### src/rtl/ifu_fetch_pkg.sv
// Shared definitions for the instruction fetch unit: bus widths, the NOP
// encoding, the default reset PC, FSM state encodings and the queue entry type.
package ifu_fetch_pkg;

    localparam int INST_ADDR_W = 32;
    localparam int INST_W      = 32;

    localparam logic [INST_W-1:0]      INST_NOP         = 32'h0000_0013;
    localparam logic [INST_ADDR_W-1:0] RESET_PC_DEFAULT = 32'h0000_0000;
    localparam logic [INST_ADDR_W-1:0] WORD_MASK        = 32'hFFFF_FFFC;

    typedef enum logic [0:0] {
        IFU_RUN   = 1'b0,
        IFU_DRAIN = 1'b1
    } ifu_state_e;

    typedef struct packed {
        logic [INST_ADDR_W-1:0] pc;
        logic [INST_W-1:0]      inst;
    } ifu_entry_t;

endpackage

### src/rtl/ifu_fetch_buf.sv
// ifu_buf: small synchronous FIFO of {pc, inst} entries with clear.
// Clear wins over push/pop; push on a full FIFO is accepted only together
// with a pop. DEPTH must be a power of two (minimum 2).
module ifu_buf
    import ifu_fetch_pkg::*;
#(
    parameter int DEPTH = 2
) (
    input  logic                     clk,
    input  logic                     rst_n,
    input  logic                     push,
    input  logic                     pop,
    input  logic                     clear,
    input  ifu_entry_t               wdata,
    output ifu_entry_t               rdata,
    output logic [$clog2(DEPTH):0]   count,
    output logic                     empty,
    output logic                     full
);

    localparam int              PW       = $clog2(DEPTH);
    localparam logic [PW:0]     CNT_FULL = (PW+1)'(DEPTH);

    ifu_entry_t      mem_r [DEPTH];
    logic [PW-1:0]   wptr_r;
    logic [PW-1:0]   rptr_r;
    logic [PW:0]     count_r;
    logic            do_pop_s;
    logic            do_push_s;

    assign empty     = (count_r == {(PW+1){1'b0}});
    assign full      = (count_r == CNT_FULL);
    assign count     = count_r;
    assign rdata     = mem_r[rptr_r];
    assign do_pop_s  = pop & ~empty;
    assign do_push_s = push & (~full | do_pop_s);

    // Entry storage: written at the tail on every accepted push.
    always_ff @(posedge clk or negedge rst_n) begin
        if (!rst_n) begin
            for (int i = 0; i < DEPTH; i++) begin
                mem_r[i] <= ifu_entry_t'(64'h0);
            end
        end else if (do_push_s && !clear) begin
            mem_r[wptr_r] <= wdata;
        end
    end

    // Pointers and occupancy; clear empties the FIFO in one cycle.
    always_ff @(posedge clk or negedge rst_n) begin
        if (!rst_n) begin
            wptr_r  <= {PW{1'b0}};
            rptr_r  <= {PW{1'b0}};
            count_r <= {(PW+1){1'b0}};
        end else if (clear) begin
            wptr_r  <= {PW{1'b0}};
            rptr_r  <= {PW{1'b0}};
            count_r <= {(PW+1){1'b0}};
        end else begin
            if (do_push_s) begin
                wptr_r <= wptr_r + 1'b1;
            end
            if (do_pop_s) begin
                rptr_r <= rptr_r + 1'b1;
            end
            case ({do_push_s, do_pop_s})
                2'b10:   count_r <= count_r + 1'b1;
                2'b01:   count_r <= count_r - 1'b1;
                default: count_r <= count_r;
            endcase
        end
    end

endmodule

### src/rtl/ifu_fetch.sv
// ifu_fetch: instruction fetch unit feeding IF_ID.
// PC generation, req/gnt/rvalid bus handshake with credit-based flow control,
// in-order instruction queue (registered head + ifu_buf backing store),
// load-use hold and EX redirect with discard of in-flight responses.
// Optional build macro IFU_MISALIGN_EN: misaligned redirect targets raise
// if_misalign_o and stop fetching until the next redirect; without it the
// target's low two bits are ignored.
module ifu_fetch
    import ifu_fetch_pkg::*;
#(
    parameter logic [31:0] RESET_PC  = RESET_PC_DEFAULT,
    parameter int          BUF_DEPTH = 2
) (
    input  logic        clk,
    input  logic        rst_n,
    input  logic        hold_i,
    input  logic        jump_en_i,
    input  logic [31:0] jump_addr_i,
    output logic        ibus_req_o,
    output logic [31:0] ibus_addr_o,
    input  logic        ibus_gnt_i,
    input  logic        ibus_rvalid_i,
    input  logic [31:0] ibus_rdata_i,
    output logic        if_valid_o,
    output logic [31:0] if_inst_o,
    output logic [31:0] if_pc_o
`ifdef IFU_MISALIGN_EN
    ,
    output logic        if_misalign_o
`endif
);

    localparam int CW = $clog2(BUF_DEPTH) + 1;
    localparam int SW = CW + 1;

`ifdef IFU_MISALIGN_EN
    localparam logic [31:0] OUT_PC_MASK = 32'hFFFF_FFFF;
`else
    localparam logic [31:0] OUT_PC_MASK = WORD_MASK;
`endif

    // Registered state
    ifu_state_e     state_r;
    logic [31:0]    fetch_pc_r;
    logic [31:0]    resp_pc_r;
    logic           req_r;
    logic [CW-1:0]  outst_r;
    logic [CW-1:0]  drop_r;
    logic           out_valid_r;
    logic [31:0]    out_pc_r;
    logic [31:0]    out_inst_r;

    // Next-state and control
    ifu_state_e     state_next_s;
    logic [31:0]    fetch_pc_next_s;
    logic [31:0]    resp_pc_next_s;
    logic           req_next_s;
    logic [CW-1:0]  outst_next_s;
    logic [CW-1:0]  drop_next_s;
    logic           out_valid_next_s;
    logic [31:0]    out_pc_next_s;
    logic [31:0]    out_inst_next_s;
    logic [CW-1:0]  buf_cnt_next_s;
    logic [SW-1:0]  credit_sum_s;
    logic           grant_s;
    logic           push_s;
    logic           discard_s;
    logic           bypass_s;
    logic           buf_push_s;
    logic           buf_pop_s;
    logic           misalign_s;
    logic           misalign_next_s;

    // Queue backing store
    ifu_entry_t     buf_wdata_s;
    ifu_entry_t     buf_rdata_s;
    logic [CW-1:0]  buf_count_s;
    logic           buf_empty_s;
    logic           buf_full_s;

    assign grant_s     = req_r & ibus_gnt_i;
    assign push_s      = ibus_rvalid_i & (state_r == IFU_RUN) & ~jump_en_i;
    assign discard_s   = ibus_rvalid_i & (state_r == IFU_DRAIN);
    assign bypass_s    = push_s & ~hold_i & buf_empty_s;
    assign buf_pop_s   = ~jump_en_i & ~hold_i & ~buf_empty_s;
    assign buf_push_s  = push_s & ~bypass_s & (~buf_full_s | buf_pop_s);
    assign buf_wdata_s = '{pc: resp_pc_r, inst: ibus_rdata_i};

`ifdef IFU_MISALIGN_EN
    logic misalign_r;
    assign misalign_s      = misalign_r;
    assign misalign_next_s = jump_en_i ? (|jump_addr_i[1:0]) : misalign_r;
    assign if_misalign_o   = misalign_r;

    // Misalign flag: set by a misaligned redirect, cleared by the next redirect.
    always_ff @(posedge clk or negedge rst_n) begin
        if (!rst_n) begin
            misalign_r <= 1'b0;
        end else begin
            misalign_r <= misalign_next_s;
        end
    end
`else
    assign misalign_s      = 1'b0;
    assign misalign_next_s = 1'b0;
`endif

    ifu_buf #(
        .DEPTH (BUF_DEPTH)
    ) u_buf (
        .clk   (clk),
        .rst_n (rst_n),
        .push  (buf_push_s),
        .pop   (buf_pop_s),
        .clear (jump_en_i),
        .wdata (buf_wdata_s),
        .rdata (buf_rdata_s),
        .count (buf_count_s),
        .empty (buf_empty_s),
        .full  (buf_full_s)
    );

    // Next-state: bus accounting, redirect handling, head register and credit.
    always_comb begin
        outst_next_s     = outst_r + {{(CW-1){1'b0}}, grant_s}
                                   - {{(CW-1){1'b0}}, ibus_rvalid_i};
        drop_next_s      = drop_r;
        state_next_s     = state_r;
        fetch_pc_next_s  = fetch_pc_r;
        resp_pc_next_s   = resp_pc_r;
        out_valid_next_s = out_valid_r;
        out_pc_next_s    = out_pc_r;
        out_inst_next_s  = out_inst_r;
        buf_cnt_next_s   = buf_count_s;

        // Drop bookkeeping: a redirect discards everything still in flight.
        if (jump_en_i) begin
            drop_next_s = outst_next_s;
        end else if (discard_s) begin
            drop_next_s = drop_r - {{(CW-1){1'b0}}, 1'b1};
        end else begin
            drop_next_s = drop_r;
        end

        if (drop_next_s != {CW{1'b0}}) begin
            state_next_s = IFU_DRAIN;
        end else begin
            state_next_s = IFU_RUN;
        end

        // Fetch address and the PC expected for the next kept response.
        if (jump_en_i) begin
            fetch_pc_next_s = jump_addr_i & WORD_MASK;
            resp_pc_next_s  = jump_addr_i & WORD_MASK;
        end else begin
            if (grant_s) begin
                fetch_pc_next_s = fetch_pc_r + 32'd4;
            end else begin
                fetch_pc_next_s = fetch_pc_r;
            end
            if (push_s) begin
                resp_pc_next_s = resp_pc_r + 32'd4;
            end else begin
                resp_pc_next_s = resp_pc_r;
            end
        end

        // Head register: frozen under hold, refilled from buffer or bypass.
        if (jump_en_i) begin
            out_valid_next_s = 1'b0;
            out_pc_next_s    = jump_addr_i & OUT_PC_MASK;
            out_inst_next_s  = INST_NOP;
        end else if (hold_i) begin
            out_valid_next_s = out_valid_r;
            out_pc_next_s    = out_pc_r;
            out_inst_next_s  = out_inst_r;
        end else if (!buf_empty_s) begin
            out_valid_next_s = 1'b1;
            out_pc_next_s    = buf_rdata_s.pc;
            out_inst_next_s  = buf_rdata_s.inst;
        end else if (push_s) begin
            out_valid_next_s = 1'b1;
            out_pc_next_s    = resp_pc_r;
            out_inst_next_s  = ibus_rdata_i;
        end else begin
            out_valid_next_s = 1'b0;
            out_pc_next_s    = out_pc_r;
            out_inst_next_s  = INST_NOP;
        end

        // Backing-store occupancy after this cycle.
        if (jump_en_i) begin
            buf_cnt_next_s = {CW{1'b0}};
        end else begin
            case ({buf_push_s, buf_pop_s})
                2'b10:   buf_cnt_next_s = buf_count_s + {{(CW-1){1'b0}}, 1'b1};
                2'b01:   buf_cnt_next_s = buf_count_s - {{(CW-1){1'b0}}, 1'b1};
                default: buf_cnt_next_s = buf_count_s;
            endcase
        end

        // Credit: outstanding plus queued never exceeds the queue depth.
        credit_sum_s = {1'b0, outst_next_s} + {1'b0, buf_cnt_next_s}
                     + {{(SW-1){1'b0}}, out_valid_next_s};
        if ((credit_sum_s < SW'(BUF_DEPTH)) && !misalign_next_s) begin
            req_next_s = 1'b1;
        end else begin
            req_next_s = 1'b0;
        end
    end

    // Fetch-side and output registers.
    always_ff @(posedge clk or negedge rst_n) begin
        if (!rst_n) begin
            state_r     <= IFU_RUN;
            fetch_pc_r  <= RESET_PC & WORD_MASK;
            resp_pc_r   <= RESET_PC & WORD_MASK;
            req_r       <= 1'b0;
            outst_r     <= {CW{1'b0}};
            drop_r      <= {CW{1'b0}};
            out_valid_r <= 1'b0;
            out_pc_r    <= RESET_PC;
            out_inst_r  <= INST_NOP;
        end else begin
            state_r     <= state_next_s;
            fetch_pc_r  <= fetch_pc_next_s;
            resp_pc_r   <= resp_pc_next_s;
            req_r       <= req_next_s & ~misalign_s | req_next_s & jump_en_i;
            outst_r     <= outst_next_s;
            drop_r      <= drop_next_s;
            out_valid_r <= out_valid_next_s;
            out_pc_r    <= out_pc_next_s;
            out_inst_r  <= out_inst_next_s;
        end
    end

    assign ibus_req_o  = req_r;
    assign ibus_addr_o = fetch_pc_r;
    assign if_valid_o  = out_valid_r;
    assign if_inst_o   = out_inst_r;
    assign if_pc_o     = out_pc_r;

endmodule

### config.mk
export PLATFORM = sky130hd
export DESIGN_NAME = ifu_fetch
export DESIGN_NICKNAME = d
export VERILOG_FILES = /design/src/rtl/ifu_fetch_pkg.sv /design/src/rtl/ifu_fetch_buf.sv /design/src/rtl/ifu_fetch.sv
export SDC_FILE = /design/constraint.sdc
export NUM_CORES = 1
export LEC_CHECK = 0
export CORE_MARGIN = 2
export CORE_UTILIZATION = 50
export CTS_CLUSTER_DIAMETER = 120
export DETAILED_ROUTE_END_ITERATION = 6
export PLACE_DENSITY = 0.74
export SLEW_MARGIN = 25
export SYNTH_ARGS = -nofsm -noshare
export SYNTH_HDL_FRONTEND = slang
export SYNTH_SLANG_ARGS = --single-unit
### constraint.sdc
create_clock -name clk -period 3.7 [get_ports clk]
set_clock_uncertainty 0.1 [all_clocks]
set_input_delay 0.74 -clock clk [delete_from_list [all_inputs] [get_ports clk]]
set_output_delay 0.74 -clock clk [all_outputs]
set_load 0.02 [all_outputs]
==> flow_metrics.env <==
export IMPL_crit_required_ps=4030
export IMPL_synth_cells=1063
export IMPL_placed_area_mm2=0.0146
export IMPL_numCtsBuffers=28
export IMPL_pre_cts_ws_ps=87.1
export IMPL_cts_clk_slew_worst_paths_ps=60
export IMPL_grt_pass1_vias=9065
export IMPL_drive_gt1_share_pct=24.2
export IMPL_initial_utilization_pct=50.4
export IMPL_grt_pass1_wl_um=48000
export IMPL_synth_edf_count=0
export IMPL_fin_util_pct=62.3
export IMPL_post_cts_resized=0
export IMPL_synthTopCellsByArea="dfrtp_1, mux2_2, mux2i_1, a221o_1, nor2_1"
export IMPL_dominantRegCellSynth="dfrtp_1"
export IMPL_vias=9066
export IMPL_worstSetupStartpoint="hold_i"
export IMPL_period_needed_ps=3100
export IMPL_routed_wirelength_um=29700
export IMPL_dieArea_mm2=0.0265
export IMPL_post_route_period_util_pct=83.9
export IMPL_row_count=58
export IMPL_drt_iter0_markers=618
export IMPL_die_x_um=163
export IMPL_drv_cap=0
export IMPL_rsz0062_at_grt="false"
export IMPL_timing_fmax_mhz=322
export IMPL_crit_end="ibus_req_o"
export IMPL_rr_endpoint="ibus_req_o"
export IMPL_coreArea_mm2=0.0250
export IMPL_ys_seq_elements=258
export IMPL_first_pass_iters=5
export IMPL_cts_setup_buffers=0
export IMPL_port_buffers=163
export IMPL_antenna_found_initial=1
export IMPL_grt_total_usage_pct=22.5
export IMPL_crit_type="input port to flop"
export IMPL_cts_sinks=258
export IMPL_syn_area_mm2=0.0126
export IMPL_ios=168
export IMPL_hold_class="input port to async pin"
export IMPL_final_hold_violation_count=0
export IMPL_startpoint_type="input port"
export IMPL_vdd_drop_max_mv=0.367
export IMPL_grt_max_degree=88
export IMPL_slew_headroom_pct=32.9
export IMPL_r2r_start="u_buf.count[0]"
export IMPL_endpoint_kind="flop"
export IMPL_yosysWarnings=0
export IMPL_leakagePower_uw=0.00655
export IMPL_powerDensity_mw_per_mm2=652
export IMPL_r2r_cells=13
export IMPL_cp_arrival_ps=3430
export IMPL_root_buffer="clkbuf_16"
export IMPL_setup_slack_ps=597
export IMPL_tightest_slew_ps=1010
export IMPL_cts_htree_levels=1
export IMPL_ys_top_cells_by_count="dfrtp_1, mux2_2, mux2i_1, nor2_1, nand2_1"
export IMPL_tns_ps=0
export IMPL_ys_types=58
export IMPL_setup_violations=0
export IMPL_cts_tree="done"
export IMPL_die_h_um=163
export IMPL_place_gp_congestion=0.819
export IMPL_dp_hpwl_um=19100
export IMPL_yosysMostFrequentCell="dfrtp_1"
export IMPL_final_max_slew_viol_count=0
export IMPL_seq_area_frac_synth_pct=51.3
export IMPL_postCtsHoldBufs=0
export IMPL_synth_avg_cell_area_um2=11.8
export IMPL_syn_to_final_growth_pct=23.6
export IMPL_rrSetupSlack_ps=630
export IMPL_synth_top_cell_by_area="dfrtp_1"
export IMPL_grt_overflow=0
export IMPL_fin_area_mm2=0.0156
export IMPL_post_drt_wl_per_cell_um=19.0
export IMPL_synth_top_area_share_pct=50.7
export IMPL_layout_nets=1290
export IMPL_max_clock_path_buffers=3
export IMPL_crit_fanout=5
export IMPL_ant_nets=0
export IMPL_ys_async_sr_fraction_pct=100
export IMPL_outcome="finished clean"
export IMPL_via_per_inst=5.81
export IMPL_drc=0
export IMPL_clkLatencyLatePin_ps=530
-- power breakdown --
group          leakage [uW]  switching (uW)  internal, uW
clock network      0.000466            1090          1720
logic               0.00286            1410          1660
registers           0.00322             608          3650
-- logic make-up after synthesis --
family,synth area share (%)
XOR/XNOR,2.09
AO/OA/AOI/OAI,8.51
adder cells (fa/ha/maj),1.05
multiplexers,23.4
buffers and inverters,3.24
AND/OR/NAND/NOR,10.4
other,0.0298
flip-flops,51.3
-- worst max-delay path, stage by stage --
cell	delay (ps)
clkdlybuf4s50_1	570
nor2b_1	90
a2111o_1	420
buf_4	160
inv_1	110
ha_1	190
o21ai_0	90
a21oi_1	140
ha_1	240
a21o_1	160
fa_1	470
nor2_1	40
-- routing by layer --
metal / global-route usage, % / up-vias / wire length [um] / part of all wire (%)
met2: 37.7 / 211 / 14400 / 48
met3: 3.69 / 54 / 1390 / 4.7
met1: 30.2 / 4591 / 13100 / 44
met5: 0 / - / 0 / 0
li1: - / 4210 / - / -
met4: 7.16 / 0 / 815 / 2.7
-- layout by cell type, fill, tap and decap left out, types with 10 or more instances in the layout --
cell / netlist / layout
nor3_1: 18 / 18
clkbuf_16: 0 / 29
a31oi_1: 18 / 18
dfrtp_1: 255 / 254
inv_1: 23 / 22
xnor2_1: 20 / 20
a21oi_1: 15 / 15
nand3_1: 13 / 13
mux2i_1: 63 / 63
clkdlybuf4s50_1: 0 / 161
nand4_1: 13 / 13
xor2_1: 10 / 10
buf_4: 3 / 22
nor4_1: 12 / 12
or4_1: 16 / 16
nor2_1: 63 / 63
mux2_2: 203 / 203
nand2_1: 57 / 56
and4_1: 13 / 13
o21ai_0: 42 / 42
a221o_1: 29 / 29
o31ai_1: 13 / 13
a211oi_1: 11 / 11
-- stage by stage --
stage	std cells	total power, uW	hold WS, ps
3_3_place_gp	1510	7260	375
3_5_place_dp	1510	7370	385
2_1_floorplan	1064	6190	344
4_1_cts	1559	10200	138
6_report	1560	10100	114
5_1_grt	1560	10700	164
-- sequential cells by signal, summed over array words and instances, names as in the netlist --
signal        count
u_buf.count       2
if_valid_o        1
state_r           1
drop_r            2
ibus_req_o        1
ibus_addr_o      30
if_inst_o        32
resp_pc_r        30
outst_r           2
u_buf.wptr_r      1
if_pc_o          31
u_buf.rptr_r      1
u_buf.mem_r     124
-- how the worst min path moves through the flow --
stage	slack [ps]	from	depth (start not counted)	end
after floorplan	340	rst_n	0	drop_r[0]
final	110	rst_n	1	u_buf.mem_r[103]
after global placement	380	u_buf.mem_r[14]	1	u_buf.mem_r[14]
after global routing	160	rst_n	1	u_buf.mem_r[103]
after CTS	140	rst_n	1	u_buf.mem_r[103]
after detailed placement	390	u_buf.mem_r[14]	1	u_buf.mem_r[14]
-- area by class of cell --
class                           instances  area (um^2)
Sequential cell                       258         6460
Clock inverter                          6         80.1
Fill cell                            1948         9400
Antenna cell                            1         2.50
Inverter                               23         87.6
Timing Repair Buffer                  191         1920
Multi-Input combinational cell        708         5740
Tap cell                              330          413
Clock buffer                           43          858
Power figures use the tool's default switching activity.
